[src/rtl/ulpb_event_collector.sv]
// N-port ULPB handshake responder: completes RX/RX-fail/TX-response 4-phase handshakes
// and logs every completed event into a show-ahead FIFO drained by a valid/ready consumer.
module ulpb_event_collector #(
    parameter int NUM_CH       = 4,
    parameter int ADDR_WIDTH   = 8,
    parameter int DATA_WIDTH   = 32,
    parameter int FIFO_DEPTH   = 8,
    parameter int DROP_ON_FULL = 1,
    localparam int CHW         = (NUM_CH > 1) ? $clog2(NUM_CH) : 1
) (
    input  logic                         CLK,
    input  logic                         RESETn,
    input  logic [NUM_CH-1:0]            AUTO_ACK_EN,
    input  logic [NUM_CH-1:0]            RX_REQ,
    input  logic [NUM_CH-1:0]            RX_FAIL,
    input  logic [NUM_CH*ADDR_WIDTH-1:0] RX_ADDR,
    input  logic [NUM_CH*DATA_WIDTH-1:0] RX_DATA,
    output logic [NUM_CH-1:0]            RX_ACK,
    input  logic [NUM_CH-1:0]            TX_SUCC,
    input  logic [NUM_CH-1:0]            TX_FAIL,
    output logic [NUM_CH-1:0]            TX_RESP_ACK,
    output logic                         EVT_VALID,
    input  logic                         EVT_READY,
    output logic [CHW-1:0]               EVT_CHAN,
    output logic [1:0]                   EVT_TYPE,
    output logic [ADDR_WIDTH-1:0]        EVT_ADDR,
    output logic [DATA_WIDTH-1:0]        EVT_DATA,
    output logic                         OVERFLOW,
    input  logic                         CLR_OVF
);

    localparam int NREQ = 2 * NUM_CH;
    localparam int PW   = $clog2(NREQ);
    localparam int AW   = $clog2(FIFO_DEPTH);
    localparam int EW   = CHW + 2 + ADDR_WIDTH + DATA_WIDTH;

    typedef enum logic {ST_IDLE, ST_ACK} hs_state_t;

    hs_state_t rx_st_q [NUM_CH];
    hs_state_t rx_st_d [NUM_CH];
    hs_state_t tx_st_q [NUM_CH];
    hs_state_t tx_st_d [NUM_CH];

    logic [NREQ-1:0]  req;
    logic [NREQ-1:0]  drop_ok;
    logic [NREQ-1:0]  gnt;
    logic [PW-1:0]    ptr_q;
    logic [PW-1:0]    rr_idx;
    logic             rr_found;
    logic             push;
    logic             pop;
    logic             drop_any;
    logic             full;

    logic [EW-1:0]    mem [FIFO_DEPTH];
    logic [AW-1:0]    wr_ptr_q;
    logic [AW-1:0]    rd_ptr_q;
    logic [AW:0]      count_q;
    logic [EW-1:0]    ent;
    logic [EW-1:0]    head;

    logic [CHW-1:0]        ent_chan;
    logic [1:0]            ent_type;
    logic [ADDR_WIDTH-1:0] ent_addr;
    logic [DATA_WIDTH-1:0] ent_data;

    // Requesters: even index = RX side of a port, odd index = TX side.
    always_comb begin
        req     = '0;
        drop_ok = '0;
        for (int c = 0; c < NUM_CH; c++) begin
            req[2*c]       = (rx_st_q[c] == ST_IDLE) &&
                             (RX_FAIL[c] || (RX_REQ[c] && AUTO_ACK_EN[c]));
            drop_ok[2*c]   = RX_FAIL[c];
            req[2*c+1]     = (tx_st_q[c] == ST_IDLE) && (TX_SUCC[c] || TX_FAIL[c]);
            drop_ok[2*c+1] = 1'b1;
        end
    end

    always_comb begin : rr_arb
        int j;
        j        = 0;
        rr_found = 1'b0;
        rr_idx   = '0;
        for (int i = 0; i < NREQ; i++) begin
            j = int'(ptr_q) + i;
            if (j >= NREQ) j = j - NREQ;
            if (!rr_found && req[j]) begin
                rr_found = 1'b1;
                rr_idx   = PW'(j);
            end
        end
    end

    assign full = (count_q == (AW+1)'(FIFO_DEPTH));
    assign pop  = (count_q != '0) && EVT_READY;

    // A full FIFO never bypasses on a same-cycle pop; droppable requesters are all acked at once.
    always_comb begin
        gnt      = '0;
        push     = 1'b0;
        drop_any = 1'b0;
        if (!full) begin
            if (rr_found) begin
                gnt[rr_idx] = 1'b1;
                push        = 1'b1;
            end
        end else if (DROP_ON_FULL != 0) begin
            gnt      = req & drop_ok;
            drop_any = |gnt;
        end
    end

    always_comb begin
        ent_chan = CHW'(rr_idx >> 1);
        ent_addr = '0;
        ent_data = '0;
        if (rr_idx[0]) begin
            ent_type = TX_SUCC[ent_chan] ? 2'b10 : 2'b11;
        end else if (RX_FAIL[ent_chan]) begin
            ent_type = 2'b01;
        end else begin
            ent_type = 2'b00;
            ent_addr = RX_ADDR[ent_chan*ADDR_WIDTH +: ADDR_WIDTH];
            ent_data = RX_DATA[ent_chan*DATA_WIDTH +: DATA_WIDTH];
        end
        ent = {ent_chan, ent_type, ent_addr, ent_data};
    end

    // Port handshake FSMs: state register
    always_ff @(posedge CLK) begin
        for (int c = 0; c < NUM_CH; c++) begin
            if (!RESETn) begin
                rx_st_q[c] <= ST_IDLE;
                tx_st_q[c] <= ST_IDLE;
            end else begin
                rx_st_q[c] <= rx_st_d[c];
                tx_st_q[c] <= tx_st_d[c];
            end
        end
    end

    always_comb begin
        for (int c = 0; c < NUM_CH; c++) begin
            rx_st_d[c] = rx_st_q[c];
            tx_st_d[c] = tx_st_q[c];
            case (rx_st_q[c])
                ST_IDLE: if (gnt[2*c]) rx_st_d[c] = ST_ACK;
                ST_ACK:  if (!RX_REQ[c] && !RX_FAIL[c]) rx_st_d[c] = ST_IDLE;
                default: rx_st_d[c] = ST_IDLE;
            endcase
            case (tx_st_q[c])
                ST_IDLE: if (gnt[2*c+1]) tx_st_d[c] = ST_ACK;
                ST_ACK:  if (!TX_SUCC[c] && !TX_FAIL[c]) tx_st_d[c] = ST_IDLE;
                default: tx_st_d[c] = ST_IDLE;
            endcase
        end
    end

    always_comb begin
        for (int c = 0; c < NUM_CH; c++) begin
            RX_ACK[c]      = (rx_st_q[c] == ST_ACK);
            TX_RESP_ACK[c] = (tx_st_q[c] == ST_ACK);
        end
    end

    // Control state: arbiter pointer, FIFO pointers/count, sticky overflow
    always_ff @(posedge CLK) begin
        if (!RESETn) begin
            ptr_q    <= '0;
            wr_ptr_q <= '0;
            rd_ptr_q <= '0;
            count_q  <= '0;
            OVERFLOW <= 1'b0;
        end else begin
            if (push)
                ptr_q <= (rr_idx == PW'(NREQ-1)) ? '0 : rr_idx + PW'(1);
            if (push)
                wr_ptr_q <= wr_ptr_q + AW'(1);
            if (pop)
                rd_ptr_q <= rd_ptr_q + AW'(1);
            if (push && !pop)
                count_q <= count_q + (AW+1)'(1);
            else if (pop && !push)
                count_q <= count_q - (AW+1)'(1);
            if (drop_any)
                OVERFLOW <= 1'b1;
            else if (CLR_OVF)
                OVERFLOW <= 1'b0;
        end
    end

    always_ff @(posedge CLK) begin
        if (push)
            mem[wr_ptr_q] <= ent;
    end

    // Head is gated by valid so stale storage never reaches the outputs.
    assign head      = mem[rd_ptr_q];
    assign EVT_VALID = (count_q != '0);
    assign EVT_CHAN  = EVT_VALID ? head[EW-1 -: CHW] : '0;
    assign EVT_TYPE  = EVT_VALID ? head[ADDR_WIDTH+DATA_WIDTH +: 2] : 2'b00;
    assign EVT_ADDR  = EVT_VALID ? head[DATA_WIDTH +: ADDR_WIDTH] : '0;
    assign EVT_DATA  = EVT_VALID ? head[DATA_WIDTH-1:0] : '0;

endmodule

[config.mk]
export PLATFORM = sky130hd
export DESIGN_NAME = ulpb_event_collector
export DESIGN_NICKNAME = d
export VERILOG_FILES = /design/src/rtl/ulpb_event_collector.sv
export SDC_FILE = /design/constraint.sdc
export NUM_CORES = 1
export LEC_CHECK = 0
export ABC_AREA = 1
export CAP_MARGIN = 20
export CORE_ASPECT_RATIO = 0.6
export CORE_MARGIN = 5
export CORE_UTILIZATION = 50
export DETAILED_ROUTE_END_ITERATION = 12
export DONT_BUFFER_PORTS = 1
export GPL_TIMING_DRIVEN = 0
export PLACE_DENSITY = 0.67
export SYNTH_ARGS = -nofsm -noshare
export SYNTH_HDL_FRONTEND = slang
export SYNTH_SLANG_ARGS = --single-unit
[constraint.sdc]
create_clock -name CLK -period 11.9 [get_ports CLK]
set_clock_uncertainty 0.1 [all_clocks]
set_input_delay 2.38 -clock CLK [delete_from_list [all_inputs] [get_ports CLK]]
set_output_delay 2.38 -clock CLK [all_outputs]
set_load 0.01 [all_outputs]
Word level (Yosys, flattened, before mapping)
Memory sizes are Yosys's and may differ from the RTL's. A register that Yosys moved wholly into a read port is not among the register bits.
Index checks and enable logic that the tools add are counted.

word-level totals
  register bits after elaboration = 14
  bits in writable memories = 360
  bits of input ports = 184
  output and inout bits = 54
  word-level logic and storage cells = 249
  memories = 3

operators by class
  add/subtract/negate cells = 20
  order comparisons = 19
  eq/ne operators = 2
  shift-type cells = 2
  multiplexer cells = 113
  bitwise gates (word level) = 17
  reduce and logical (&&, ||, !) cells = 68

memory list
  name     words  bits a word  read ports  clocked after memory_dff  write ports  RTL line  source
  mem      8      44           1           1                         1            55        logic [EW-1:0] mem [FIFO_DEPTH];
  rx_st_q  4      1            4           0                         4            39        hs_state_t rx_st_q [NUM_CH];
  tx_st_q  4      1            4           0                         4            41        hs_state_t tx_st_q [NUM_CH];

operators by type and width
  operator                                             count
  2-to-1 mux 32 bit                                    11
  < comparator 32 x 5 -> 1 bit, second input constant  8
  indexed part select 128 x 8 -> 32 bit                1
  2-to-1 mux 1 bit                                     62
  2-to-1 mux 8 bit                                     5
  subtractor 4 x 4 -> 5 bit, second input constant     7
  2-to-1 mux 3 bit                                     11
  indexed part select 32 x 6 -> 8 bit                  1
  logical AND 1 bit                                    31
  >= comparator 4 bit, second input constant           7
  logical NOT 1 bit                                    25
  binary-select mux 1 bit (select 3 bit)               8
  adder 3 x 3 -> 4 bit, second input constant          4
  case mux 1 bit (2 select lines)                      8
  adder 3 x 1 -> 3 bit, second input constant          3
  adder 3 x 2 -> 4 bit, second input constant          2
  AND 8 bit                                            1
  logical OR 1 bit                                     8
  2-to-1 mux 4 bit                                     2
  inverter 1 bit                                       8
  bitwise OR 1 bit                                     8
  OR reduction 8 bit                                   1
  2-to-1 mux 2 bit                                     3
  subtractor 3 x 4 -> 5 bit, second input constant     1
  13 further kinds                                     15

Logic depth before layout (Yosys ltp)
  word-level depth = 37
  gate-level depth with buffers = 23
  depth with buffers taken out = 22

Least setup slack after synthesis
OpenSTA, ideal clock, no wires.

  kind = input port to flip-flop
  start point = input TX_SUCC[2]
  end point = memory mem[1][0] in the netlist's numbering, enable pin
  setup time = 0.446 ns
  arrival = 5.497 ns
  slack = 5.858 ns
  stages on the path = 15
  path through = inv_1 nand2_1 nand3_1 nand3_1 nand3_1 nand2_1 inv_2 nand4_4 nor2_8 nand2_1 o21ai_0 buf_2 nor2_1 inv_1 nor2_1

on the way
  cells in the longest elaborated chain, start to end = 31

RTL lines
  element                                               RTL line  source
  start, declared                                       19        input logic [NUM_CH-1:0] TX_SUCC,
  logical OR 1 bit (*)                                  75        req[2*c+1] = (tx_st_q[c] == ST_IDLE) && (TX_SUCC[c] || TX_FAIL[c]);
  logical AND 1 bit (*)                                 75
  binary-select mux 1 bit (select 3 bit)                88        if (!rr_found && req[j]) begin
  2-to-1 mux 1 bit (implied by the code) (2 in series)  88
  2-to-1 mux 1 bit                                      88
  logical NOT 1 bit                                     88
  logical AND 1 bit                                     88
  2-to-1 mux 1 bit                                      88
  [... 14 more ...]                                     --
  2-to-1 mux 1 bit                                      88
  logical NOT 1 bit                                     88
  logical AND 1 bit                                     88
  2-to-1 mux 1 bit (*)                                  88
  2-to-1 mux 1 bit (*)                                  104       if (rr_found) begin
  2-to-1 mux 1 bit (*)                                  103       if (!full) begin
  2-to-1 mux 1 bit (*)                                  194       if (push)
  2-to-1 mux 1 bit (implied by the code) (*)            195       mem[wr_ptr_q] <= ent;
  end, declared                                         55

Every way passes the cells marked *; elsewhere a longest branch is shown, timed or not. The select of a mux whose other input is x is not followed.

==> results.md <==
* Status: finished, final reports clean
* Min-Delay Startpoint: rd_ptr_q[2]
* IO Pins at 238
* DIE WIDTH at 249.4 um
* Crit Path Class: reg -> out
* Worst path required time at 9.42 ns
* First DRT Iteration DRCs at 1915
* Die Footprint at between 30000 and 40000 sq um
* Cells after synthesis at 1705
* Nets at 1947
* Layout Cells excl Fill at 2241
* Yosys top cell area share at 0.6146
* Starting Density at 0.5084
* CTS sink count at between 300 and 400
* Hold Path Depth at 2
* First-pass GRT wire length at around 80 mm
* Fin. max-slew vios at 0
* Syn_nets at between 1500 and 2000
* Placed insts at 2175
* Seq. cell area at around 11000 sq um
* Fin. Hold Viols at 0
* Synthesis-to-finish area growth at 11.89%
* Tmin final at 6.237 ns
* Total Routing Usage GR at 0.2754
* Die height at between 150 and 200 um
* Number of max-cap violations at 0
* Post-synth design cell area at about 17000 sq um
* Clk root buf: clkbuf_16
* Pre-Repair DR Iteration Count at 5
* Final WL at approximately 55 mm
* IO buf count at 0
* Remaining antenna violation count after routing at 0
* EDFF count, synth at 352
* Commonest non-fill, non-tap cell in the layout: nor2_1
* Avg WL per Cell at 24.65 um
* RSZ-0062 raised after global routing: false
* Synth top area cells: edfxtp_1 (61%), nor2_1 (8.3%), o21ai_0 (7.0%)
* Clock transition at the registers of the reported paths at approximately 0.070 ns
* R2R Path End: mem[2][22]
* Vias in the first global route at 12360
* R2R depth at 18
* Post-cts resize count at 0
* Fill count at ~2900
* Routability cong. at 1.020
* HP Class: reg -> reg
* Setup violators final at 0
* GR Overflow Total at 0
* CORE AREA at around 34000 sq um
* Clk Latency, worst-skew pair at 0.53 ns
* Drt via density at 5.990
* Period utilisation layout at 0.5241
* Worst-path maximum fanout at 10
* Pin count of the biggest net entering global routing at 28
* DRC viols at 0
* Slew at the pin closest to its max-slew limit at 0.8881 ns
* Placed Area at 18090 sq um
* H-tree Lvls at 2
* Total negative setup slack at 0 ns
* Final instance area at 19240 sq um
* Post-synthesis sequential area ratio at 0.6437
* Row Count at 52
* FFs w/ async S/R, synth at 0
* Layout cells sized above 1 at 0.07748
* CP Launch Type: flip-flop
* Area occupied by multi-input gates at 5428 sq um
* Cell variety after synth at 39
* Main flop type after synthesis: edfxtp_1
* Hold Buf Count CTS at 0
* Total CTS buffers at 36
* Synth Register Bits at roughly 380
* TritonCTS clock tree: built
* Yosys warning count at 0
* Post-CTS setup buffers at 0
* Vias post-DR at 13420
* DP HPWL at approximately 40 mm
* Endpoint class of the critical path: output port
* Most frequent cells in the layout: nor2_1 (372), edfxtp_1 (352), nand2_1 (245)
* Critical Path AT at ~3.8 ns
* Initial antenna violation count at 1
* Longest Clk Path Bufs at 3
* Avg Inst Size Synth at 10.09 sq um
* Reg2Reg Launch Point: ptr_q[1]
* Reg2Reg Setup Slack at between 7 and 8 ns
* F_max at 0.1603 GHz
* Rel. slew slack at 0.4080
* Synth area leader: edfxtp_1
[through the flow]
stage	utilization	hold WS (ns)	setup WS (ns)
after floorplan	-	0.3331	5.858
after global placement	0.5253	0.3496	3.299
after detailed placement	0.5347	0.3564	5.771
after CTS	0.5687	0.3681	5.754
after global routing	0.5688	0.4033	5.439
final	0.5688	0.3700	5.663
[synthesized netlist by cell type, types with 2 or more instances]
cell / count
buf_4: 20
inv_1: 46
o22ai_1: 45
inv_2: 8
buf_6: 3
buf_1: 6
nand2_1: 245
nand3_1: 134
xor2_2: 2
a21oi_1: 23
o21bai_1: 2
nor2_4: 3
buf_2: 17
nand4_1: 6
a31oi_1: 44
nand4_4: 2
edfxtp_1: 352
nor3_1: 3
nor2_1: 380
clkbuf_1: 67
clkinv_1: 4
o21ai_0: 240
o31ai_1: 4
dfxtp_1: 25
nand3_2: 3
ha_1: 8
[worst max-delay path: stages (launching register included)]
cell and delay (ns):
dfxtp_1 0.44, inv_1 0.29, clkbuf_1 0.56, clkbuf_1 0.47
clkbuf_1 0.53, nor2_1 0.08, o22ai_1 0.20, o21ai_0 0.11
a31oi_1 0.53
[final cells by class]
cell class,instances,area share
clock inverters,24,0.01086
well taps,459,0.02984
inverters,58,0.01131
multi-input cells,1157,0.2821
repair buffers,11,0.01339
flip-flops and latches,377,0.5753
diodes,1,0.0001300
plain buffers,113,0.02822
clock buffers,41,0.04889
[sequential cells by signal, summed over array words and instances (netlist names), named ones only]
signal and flops:
mem 352, tx_st_q 4, rx_st_q 4, rd_ptr_q 3, OVERFLOW 1, wr_ptr_q 3, count_q 4, ptr_q 3
[worst max path at each step]
stage	start	to	depth (start not counted)
after detailed placement	TX_SUCC[3]	mem[2][20]	17
after global placement	TX_SUCC[3]	mem[3][19]	12
after floorplan	TX_SUCC[2]	mem[1][0]	15
after CTS	flip-flop	EVT_TYPE[1]	8
final	flip-flop	EVT_CHAN[1]	8
after global routing	flip-flop	EVT_TYPE[1]	8
[per-layer routing]
| metal | vias up | GRT usage | part of all wire |
|---|---|---|---|
| met5 | - | 0 | 0 |
| met4 | 0 | 0.07650 | 0.030 |
| met3 | 94 | 0.06568 | 0.12 |
| met2 | 816 | 0.4003 | 0.43 |
| met1 | 6417 | 0.4171 | 0.42 |
| li1 | 6097 | - | - |
[kinds of logic after synthesis]
logic type	after synthesis	share of synthesized area
AO/OA/AOI/OAI	364	0.1144
adder cells (fa/ha/maj)	9	0.006984
flip-flops	377	0.6437
buffers and inverters	171	0.04423
XOR/XNOR	4	0.002910
AND/OR/NAND/NOR	780	0.1878
Power is not shown: default switching activity piles up to over one toggle a cycle in this logic, so the estimate is an artifact.
